## src/rtl/ram_mem_sync_if.sv

```systemverilog
`default_nettype none
// ============================================================================
//  Module   : ram_mem_sync_if
//  Brief    : Request/response bundle for the ram_mem_sync byte-lane RAM.
//  Revision : 1.0  initial release
// ============================================================================
interface ram_mem_sync_if #(
    parameter int ADDR_WIDTH = 8,
    parameter int WIDTH      = 8,
    parameter int NBYTES     = WIDTH / 8
);
    logic                  CE;
    logic [NBYTES-1:0]     BE;
    logic [ADDR_WIDTH-1:0] WADDR;
    logic [WIDTH-1:0]      DATA_IN;
    logic                  RE;
    logic [ADDR_WIDTH-1:0] RADDR;
    logic                  CLR;
    logic [WIDTH-1:0]      DATA_OUT;
    logic                  DATA_VALID;
    logic                  BUSY;

    modport master (
        output CE, BE, WADDR, DATA_IN, RE, RADDR, CLR,
        input  DATA_OUT, DATA_VALID, BUSY
    );

    modport slave (
        input  CE, BE, WADDR, DATA_IN, RE, RADDR, CLR,
        output DATA_OUT, DATA_VALID, BUSY
    );
endinterface
`default_nettype wire

```

## src/rtl/ram_mem_sync.sv

```systemverilog
`default_nettype none
// ============================================================================
//  Module   : ram_mem_sync
//  Brief    : Single-clock RAM with byte-lane writes, write-first registered
//             read and optional hardware clear (macro RAM_MEM_SYNC_CLEAR_EN).
//  Revision : 1.0  initial release
// ============================================================================
module ram_mem_sync #(
    parameter int ADDR_WIDTH = 8,
    parameter int WIDTH      = 8,
    parameter int NBYTES     = WIDTH / 8
) (
    input  wire logic     CLK,
    input  wire logic     RST,
    ram_mem_sync_if.slave bus
);

    localparam int                    c_depth     = 2 ** ADDR_WIDTH;
    localparam logic [ADDR_WIDTH-1:0] c_last_addr = {ADDR_WIDTH{1'b1}};

    if ((WIDTH % 8 != 0) || (NBYTES != WIDTH / 8)) begin : g_bad_width
        $error("ram_mem_sync: WIDTH must be a multiple of 8 and NBYTES = WIDTH/8");
    end

    logic [WIDTH-1:0]      r_mem [c_depth];
    logic [WIDTH-1:0]      r_data_out;
    logic                  r_data_valid;

    logic                  w_ready;
    logic                  w_clr;
    logic                  w_wr_en;
    logic                  w_rd_en;
    logic [ADDR_WIDTH-1:0] w_mem_addr;
    logic [WIDTH-1:0]      w_mem_data;
    logic [NBYTES-1:0]     w_mem_be;
    logic [WIDTH-1:0]      w_stored;
    logic [WIDTH-1:0]      w_rd_data;

`ifdef RAM_MEM_SYNC_CLEAR_EN
    typedef enum logic [0:0] {
        S_CLEAR = 1'b0,
        S_READY = 1'b1
    } state_t;

    state_t                r_state;
    state_t                w_state_nxt;
    logic [ADDR_WIDTH-1:0] r_cnt;
    logic [ADDR_WIDTH-1:0] w_cnt_nxt;

    always_ff @(posedge CLK or posedge RST) begin
        if (RST) begin
            r_state <= S_CLEAR;
            r_cnt   <= '0;
        end else begin
            r_state <= w_state_nxt;
            r_cnt   <= w_cnt_nxt;
        end
    end

    always_comb begin
        w_state_nxt = r_state;
        w_cnt_nxt   = r_cnt;
        case (r_state)
            S_CLEAR: begin
                if (bus.CLR) begin
                    w_cnt_nxt = '0;
                end else if (r_cnt == c_last_addr) begin
                    w_cnt_nxt   = '0;
                    w_state_nxt = S_READY;
                end else begin
                    w_cnt_nxt = r_cnt + ADDR_WIDTH'(1);
                end
            end
            S_READY: begin
                if (bus.CLR) begin
                    w_cnt_nxt   = '0;
                    w_state_nxt = S_CLEAR;
                end
            end
            default: begin
                w_cnt_nxt   = '0;
                w_state_nxt = S_CLEAR;
            end
        endcase
    end

    assign w_ready = (r_state == S_READY);
    assign w_clr   = bus.CLR;

    // While clearing, the write port is borrowed to zero one full word per cycle.
    assign w_mem_addr = w_ready ? bus.WADDR   : r_cnt;
    assign w_mem_data = w_ready ? bus.DATA_IN : '0;
    assign w_mem_be   = w_ready ? (w_wr_en ? bus.BE : '0) : '1;
`else
    logic w_unused_clr;

    assign w_unused_clr = bus.CLR;
    assign w_ready      = 1'b1;
    assign w_clr        = 1'b0;
    assign w_mem_addr   = bus.WADDR;
    assign w_mem_data   = bus.DATA_IN;
    assign w_mem_be     = w_wr_en ? bus.BE : '0;
`endif

    // A clear request on a READY edge takes priority over a coincident write.
    assign w_wr_en = w_ready & bus.CE & ~w_clr;
    assign w_rd_en = w_ready & bus.RE;

    // Array has no reset; its contents only change through the write port.
    always_ff @(posedge CLK) begin
        for (int i = 0; i < NBYTES; i++) begin
            if (w_mem_be[i]) begin
                r_mem[w_mem_addr][8*i +: 8] <= w_mem_data[8*i +: 8];
            end
        end
    end

    assign w_stored = r_mem[bus.RADDR];

    // Write-first bypass, resolved independently for each byte lane.
    for (genvar g = 0; g < NBYTES; g++) begin : g_lane
        assign w_rd_data[8*g +: 8] =
            (w_wr_en && bus.BE[g] && (bus.WADDR == bus.RADDR)) ?
            bus.DATA_IN[8*g +: 8] : w_stored[8*g +: 8];
    end

    always_ff @(posedge CLK or posedge RST) begin
        if (RST) begin
            r_data_out   <= '0;
            r_data_valid <= 1'b0;
        end else begin
            r_data_valid <= w_rd_en;
            if (w_rd_en) begin
                r_data_out <= w_rd_data;
            end
        end
    end

    assign bus.DATA_OUT   = r_data_out;
    assign bus.DATA_VALID = r_data_valid;
    assign bus.BUSY       = ~w_ready;

endmodule
`default_nettype wire

```

## src/flat_wrapper.sv

```systemverilog
// flat-port wrapper written by rule: the top's interface ports become plain ports
module ram_mem_sync_flat 
#(
    parameter int ADDR_WIDTH = 8,
    parameter int WIDTH      = 8,
    parameter int NBYTES     = WIDTH / 8
)
  (CLK, RST, bus_CE, bus_BE, bus_WADDR, bus_DATA_IN, bus_RE, bus_RADDR, bus_CLR, bus_DATA_OUT, bus_DATA_VALID, bus_BUSY);
  ram_mem_sync_if #(.ADDR_WIDTH(ADDR_WIDTH), .WIDTH(WIDTH), .NBYTES(NBYTES)) bus_i ();
  input  wire logic CLK;
  input  wire logic RST;
  input wire logic [$bits(bus_i.CE)-1:0] bus_CE;
  input wire logic [$bits(bus_i.BE)-1:0] bus_BE;
  input wire logic [$bits(bus_i.WADDR)-1:0] bus_WADDR;
  input wire logic [$bits(bus_i.DATA_IN)-1:0] bus_DATA_IN;
  input wire logic [$bits(bus_i.RE)-1:0] bus_RE;
  input wire logic [$bits(bus_i.RADDR)-1:0] bus_RADDR;
  input wire logic [$bits(bus_i.CLR)-1:0] bus_CLR;
  output wire logic [$bits(bus_i.DATA_OUT)-1:0] bus_DATA_OUT;
  output wire logic [$bits(bus_i.DATA_VALID)-1:0] bus_DATA_VALID;
  output wire logic [$bits(bus_i.BUSY)-1:0] bus_BUSY;
  assign bus_i.CE = bus_CE;
  assign bus_i.BE = bus_BE;
  assign bus_i.WADDR = bus_WADDR;
  assign bus_i.DATA_IN = bus_DATA_IN;
  assign bus_i.RE = bus_RE;
  assign bus_i.RADDR = bus_RADDR;
  assign bus_i.CLR = bus_CLR;
  assign bus_DATA_OUT = bus_i.DATA_OUT;
  assign bus_DATA_VALID = bus_i.DATA_VALID;
  assign bus_BUSY = bus_i.BUSY;
  ram_mem_sync #(.ADDR_WIDTH(ADDR_WIDTH), .WIDTH(WIDTH), .NBYTES(NBYTES)) u_core (.CLK(CLK), .RST(RST), .bus(bus_i));
endmodule
```

## config.mk

```make
export PLATFORM = sky130hd
export DESIGN_NAME = ram_mem_sync_flat
export DESIGN_NICKNAME = d
export VERILOG_FILES = /design/src/rtl/ram_mem_sync_if.sv /design/src/rtl/ram_mem_sync.sv /design/src/flat_wrapper.sv
export SDC_FILE = /design/constraint.sdc
export NUM_CORES = 2
export LEC_CHECK = 0
export CORE_AREA = 2 2 362 364
export CTS_CLUSTER_DIAMETER = 30
export DETAILED_ROUTE_END_ITERATION = 7
export DIE_AREA = 0 0 364 366
export GPL_ROUTABILITY_DRIVEN = 1
export GPL_TIMING_DRIVEN = 0
export PLACE_DENSITY = 0.78
export SYNTH_ARGS = -nofsm -noshare
export SYNTH_HDL_FRONTEND = slang
export SYNTH_SLANG_ARGS = --single-unit
```

## constraint.sdc

```tcl
create_clock -name CLK -period 6.2 [get_ports CLK]
set_input_delay 1.24 -clock CLK [delete_from_list [all_inputs] [get_ports CLK]]
set_output_delay 1.24 -clock CLK [all_outputs]
set_load 0.02 [all_outputs]
```

## After elaboration in Yosys (flattened, before gate mapping)

Memory sizes are Yosys's and may differ from the RTL's. A register that Yosys moved wholly into a read port is not among the register bits.
Index checks and enable logic that the tools add are counted.

- Memories: 1
- Output and inout port bits: 10
- Bits in registers: 1
- Bits in writable memories: 2048

- Muxes and demuxes: 3

Memories:

| memory | depth | bits a word | read ports | clocked after memory_dff | wr ports | RTL line | RTL |
|---|---|---|---|---|---|---|---|
| u_core.r_mem | 256 | 8 | 1 | 1 | 1 | ram_mem_sync.sv:25 | `logic [WIDTH-1:0] r_mem [c_depth];` |

Operators by type and width:

| kind | count |
|---|---|
| $mux 1 | 3 |

## Depth between registers and ports, before layout

- Depth after elaboration: 3
- Depth in mapped cells: 13

## Least setup slack after synthesis

OpenSTA, ideal clock, no wires.

- Path kind: in2reg
- Start point: in bus_RADDR[1]
- End point: reg u_core.r_data_out[4], in the netlist u_core.bus.DATA_OUT[4] (read register of u_core.r_mem)
- Stages on the path: 9
- Data arrival time: 3.203 ns
- Setup time: 0.125 ns
- Required time: 6.075 ns
- Path slack: 2.872 ns
- Cells stage by stage: buf_4 -> buf_1 -> mux4_2 -> nor2b_1 -> a211oi_1 -> nor3_1 -> or4_1 -> o221ai_1 -> o21ai_1

RTL lines:

| item | RTL line | RTL |
|---|---|---|
| start: declaration | flat_wrapper.sv:17 | `input wire logic [$bits(bus_i.RADDR)-1:0] bus_RADDR;` |
| end: declaration | ram_mem_sync.sv:26 | `logic [WIDTH-1:0] r_data_out;` |

==> flow_summary_export.csv <==
group,metric,value,unit
power,p_sw_share,22.3,%
critical_path,path_max_fanout,11,
die,core.rowCount,132,
sta,slew_headroom,3.30,%
clocking,cts_resized,0,
synthesis,synth_flop_cell,"edfxtp_1",
synthesis,ys_warn_count,0,
power,internal_power,29.0,mW
die,coreArea,129000,µm²
cells_and_area,layout.nets,4150,
critical_path,critPathMaxStageDelay,1.16,ns
min_path,min_path_type,"primary input to asynchronous set/reset pin",
placed_design,numPortBuffers,31,
die,start_util,61.7,%
cells_and_area,fin_area,94900,µm²
global_routing,grt_pass1_vias,45400,
critical_path,reg2regPathDepth,7,
global_routing,overflow,0,
critical_path,required,7.04,ns
critical_path,crit_chain,"clkdlybuf4s50_1 > buf_2 > buf_2 > buf_2 > buf_2 > nor2_1 > nand2_1 > o22ai_1 > nor4_1 > o221ai_1 > o21ai_1",
die,die_h,366,µm
global_routing,grt_antenna_before_repair,16,
routing,vias,45400,
power,leakagePower,30.1,nW
synthesis,syn_nets,3738,
placed_design,routabilityCongestion,1.09,
sta,fin_tns_setup,0,ns
routing,first_iter_violations,8315,
sta,drv_slew,0,
status,failed_checks,"design-rule violations",
synthesis,avgSynthCellArea,21.5,µm²
cells_and_area,layout-drive-gt1-share,29.1,%
critical_path,r2r_slack,2.73,ns
placed_design,dp_hpwl,142000,µm
sta,layout_min_cycle_time,6.07,ns
cells_and_area,instances_no_fill,6177,
clocking,post_cts_buffers,0,
global_routing,grt_pass1_wl,344000,µm
cells_and_area,regArea,61700,µm²
cells_and_area,multi_input_area,16500,µm²
routing,dr.pass1.iters,8,
sta,hold_viol,0,
power,power.total,37.3,mW
synthesis,synth-edff-count,2048,
global_routing,track_usage,37.8,%
die,io_pins,40,
critical_path,cpMostUsedCell,"buf_2",
clocking,cts_made_buffers,370,
critical_path,start_kind,"primary input",
synthesis,yosysSeqAreaShare,77.5,%
synthesis,synth_cell_type_count,60,
critical_path,crit_arrival,6.91,ns
synthesis,syn_inst,3708,
clocking,cts-root-buf,"clkbuf_16",
cells_and_area,layout-area-overhead-vs-synth,19.2,%
placed_design,placed_cells,5489,
power,power_switching,8.31,mW
die,die-area,133000,µm²
clocking,cts_hold_buf,0,
placed_design,place_area,82400,µm²
sta,finalWorstSetupSlack,0.132,ns
sta,clock_skew,0.0422,ns
power,vdd_drop_max,0.000336,V
clocking,clockBufferDepth,4,
placed_design,dpl_worst_slack,-0.0913,ns
routing,wirelength,248000,µm
synthesis,ys_seq_elements,2057,
global_routing,grt_max_degree,174,
critical_path,crit_type,"primary input to flip-flop",
sta,rsz0062_at_grt,"no",
routing,ant_nets,0,
power,seq_power_share,41.2,%
sta,worstMarginPinSlew,1.44,ns
sta,fmax,165,MHz
power,pwr-share-clk,54.5,%
power,combPwrFrac,4.3,%
die,die_w,364,µm
cells_and_area,fin_util,73.6,%
synthesis,syn_area,79600,µm²
critical_path,cp-end-kind,"flip-flop",
routing,routed_via_density,7.35,
synthesis,async_reset_ff_share,0.438,%
critical_path,reg2reg_from,"u_core.r_mem[88][1]",
cells_and_area,fill_cells,6707,
sta,period_share,97.9,%
routing,drc,2,
sta,setup_viol,0,
power,power_density,393,nW/µm²
clocking,clk_latency,0.93,ns
flow_run,drv_cap,0,
clocking,clk_pin_slew,0.06,ns
sta,hold_slack,0.615,ns
critical_path,cp_slowest_cell,"nor4_1",
status,status,"finished with violations",
clocking,cts_tree,"done",
clocking,clock-sinks,2057,
clocking,cts_max_level,5,
routing,wl_per_cell,40.2,µm
critical_path,r2r-end,"u_core.bus.DATA_OUT[1]",
-- state kept, by name (all words and copies together) (netlist names) --
| register | count |
|---|---|
| u_core.bus.DATA_VALID | 1 |
| u_core.bus.DATA_OUT | 8 |
| u_core.r_mem | 2048 |
-- layout make-up --
class	instances	share of cell area [%]
buffer	222	1.45
timing repair buffer	40	0.609
clock inverter	260	3.01
multi-input combinational	1426	17.4
clock buffer	404	10.1
tap	1742	2.30
antenna	23	0.0606
sequential	2057	65.0
inverter	3	0.0119
-- cells by family after synthesis --
| group | count (synthesis) | synth area share (%) |
|---|---|---|
| simple gates | 588 | 3.44 |
| other cells | 1 | 0.00471 |
| flops | 2057 | 77.5 |
| compound gates | 285 | 2.45 |
| xor+xnor | 8 | 0.0880 |
| mux | 544 | 14.8 |
| buf+inv | 225 | 1.72 |
-- power by group through the flow --
stage	combinational [mW]	clock, mW	sequential, mW
floorplan	0.730	0	15.6
global placement	1.42	0	15.8
detailed placement	1.47	0	15.6
CTS	1.51	20.2	15.4
global route	1.59	20.9	15.3
finish	1.59	20.3	15.4
-- worst max-delay path: cells and delay by family --
family | cells | cell delay (ns)
buf+inv | 5 | 3.01
compound gates | 3 | 0.93
simple gates | 3 | 1.67
-- synth_stat cells (4+ instances only) --
master / count / area (µm²)
a211o_1: 6 / 52.6
buf_4: 48 / 360
a211oi_2: 5 / 62.6
xnor2_1: 8 / 70.1
dfrtp_1: 9 / 225
nand2b_1: 11 / 68.8
mux2i_1: 38 / 380
and2_1: 4 / 25.0
edfxtp_1: 2048 / 61500
buf_1: 7 / 26.3
nor2_1: 273 / 1020
or3_1: 5 / 31.3
buf_6: 31 / 349
nand3_1: 43 / 215
o21ai_1: 8 / 40.0
nor3_1: 47 / 235
a31oi_1: 17 / 106
nand2_1: 82 / 308
clkbuf_1: 81 / 304
nand4_1: 23 / 144
or4_1: 9 / 67.6
nor4_1: 20 / 125
a22oi_1: 35 / 263
buf_2: 51 / 255
nor2b_1: 48 / 300
o221ai_1: 12 / 105
mux4_2: 502 / 11300
a21oi_1: 11 / 55.1
o22ai_1: 145 / 907
a211oi_1: 33 / 248
-- cell usage in the layout, fill, tap and decap left out, types with 31 or more instances in the layout --
| cell type | instances |
|---|---|
| buf_6 | 31 |
| nand3_1 | 43 |
| edfxtp_1 | 2048 |
| clkinv_2 | 40 |
| clkbuf_1 | 90 |
| buf_2 | 51 |
| nor3_1 | 47 |
| nor2_1 | 273 |
| a22oi_1 | 35 |
| clkbuf_16 | 379 |
| nand2_1 | 82 |
| clkinv_1 | 50 |
| clkinv_4 | 32 |
| mux2i_1 | 38 |
| nor2b_1 | 48 |
| a211oi_1 | 33 |
| buf_4 | 48 |
| clkinvlp_4 | 40 |
| inv_6 | 42 |
| o22ai_1 | 145 |
| mux4_2 | 502 |
| bufinv_16 | 46 |
-- worst max path at each step --
stage / start / endpoint / slack (ns) / depth (start not counted)
3_5_place_dp: bus_RADDR[3] / u_core.bus.DATA_OUT[6] / -0.09 / 10
6_report: bus_RADDR[3] / u_core.bus.DATA_OUT[0] / 0.13 / 11
5_1_grt: bus_RADDR[3] / u_core.bus.DATA_OUT[5] / 0.47 / 11
2_1_floorplan: bus_RADDR[1] / u_core.bus.DATA_OUT[4] / 2.87 / 9
4_1_cts: bus_RADDR[3] / u_core.bus.DATA_OUT[0] / 0.78 / 10
3_3_place_gp: bus_DATA_IN[6] / u_core.bus.DATA_OUT[6] / -3.59 / 3
-- per-layer routing --
metal | wire, µm | track usage [%] | vias to the layer above
met2 | 113000 | 55.8 | 4809
met1 | 78100 | 46.6 | 22800
met4 | 19900 | 24.8 | 16
met3 | 37200 | 14.9 | 1200
met5 | 112 | 0 | -
li1 | - | - | 16600
(Power assumes the default switching activity.)
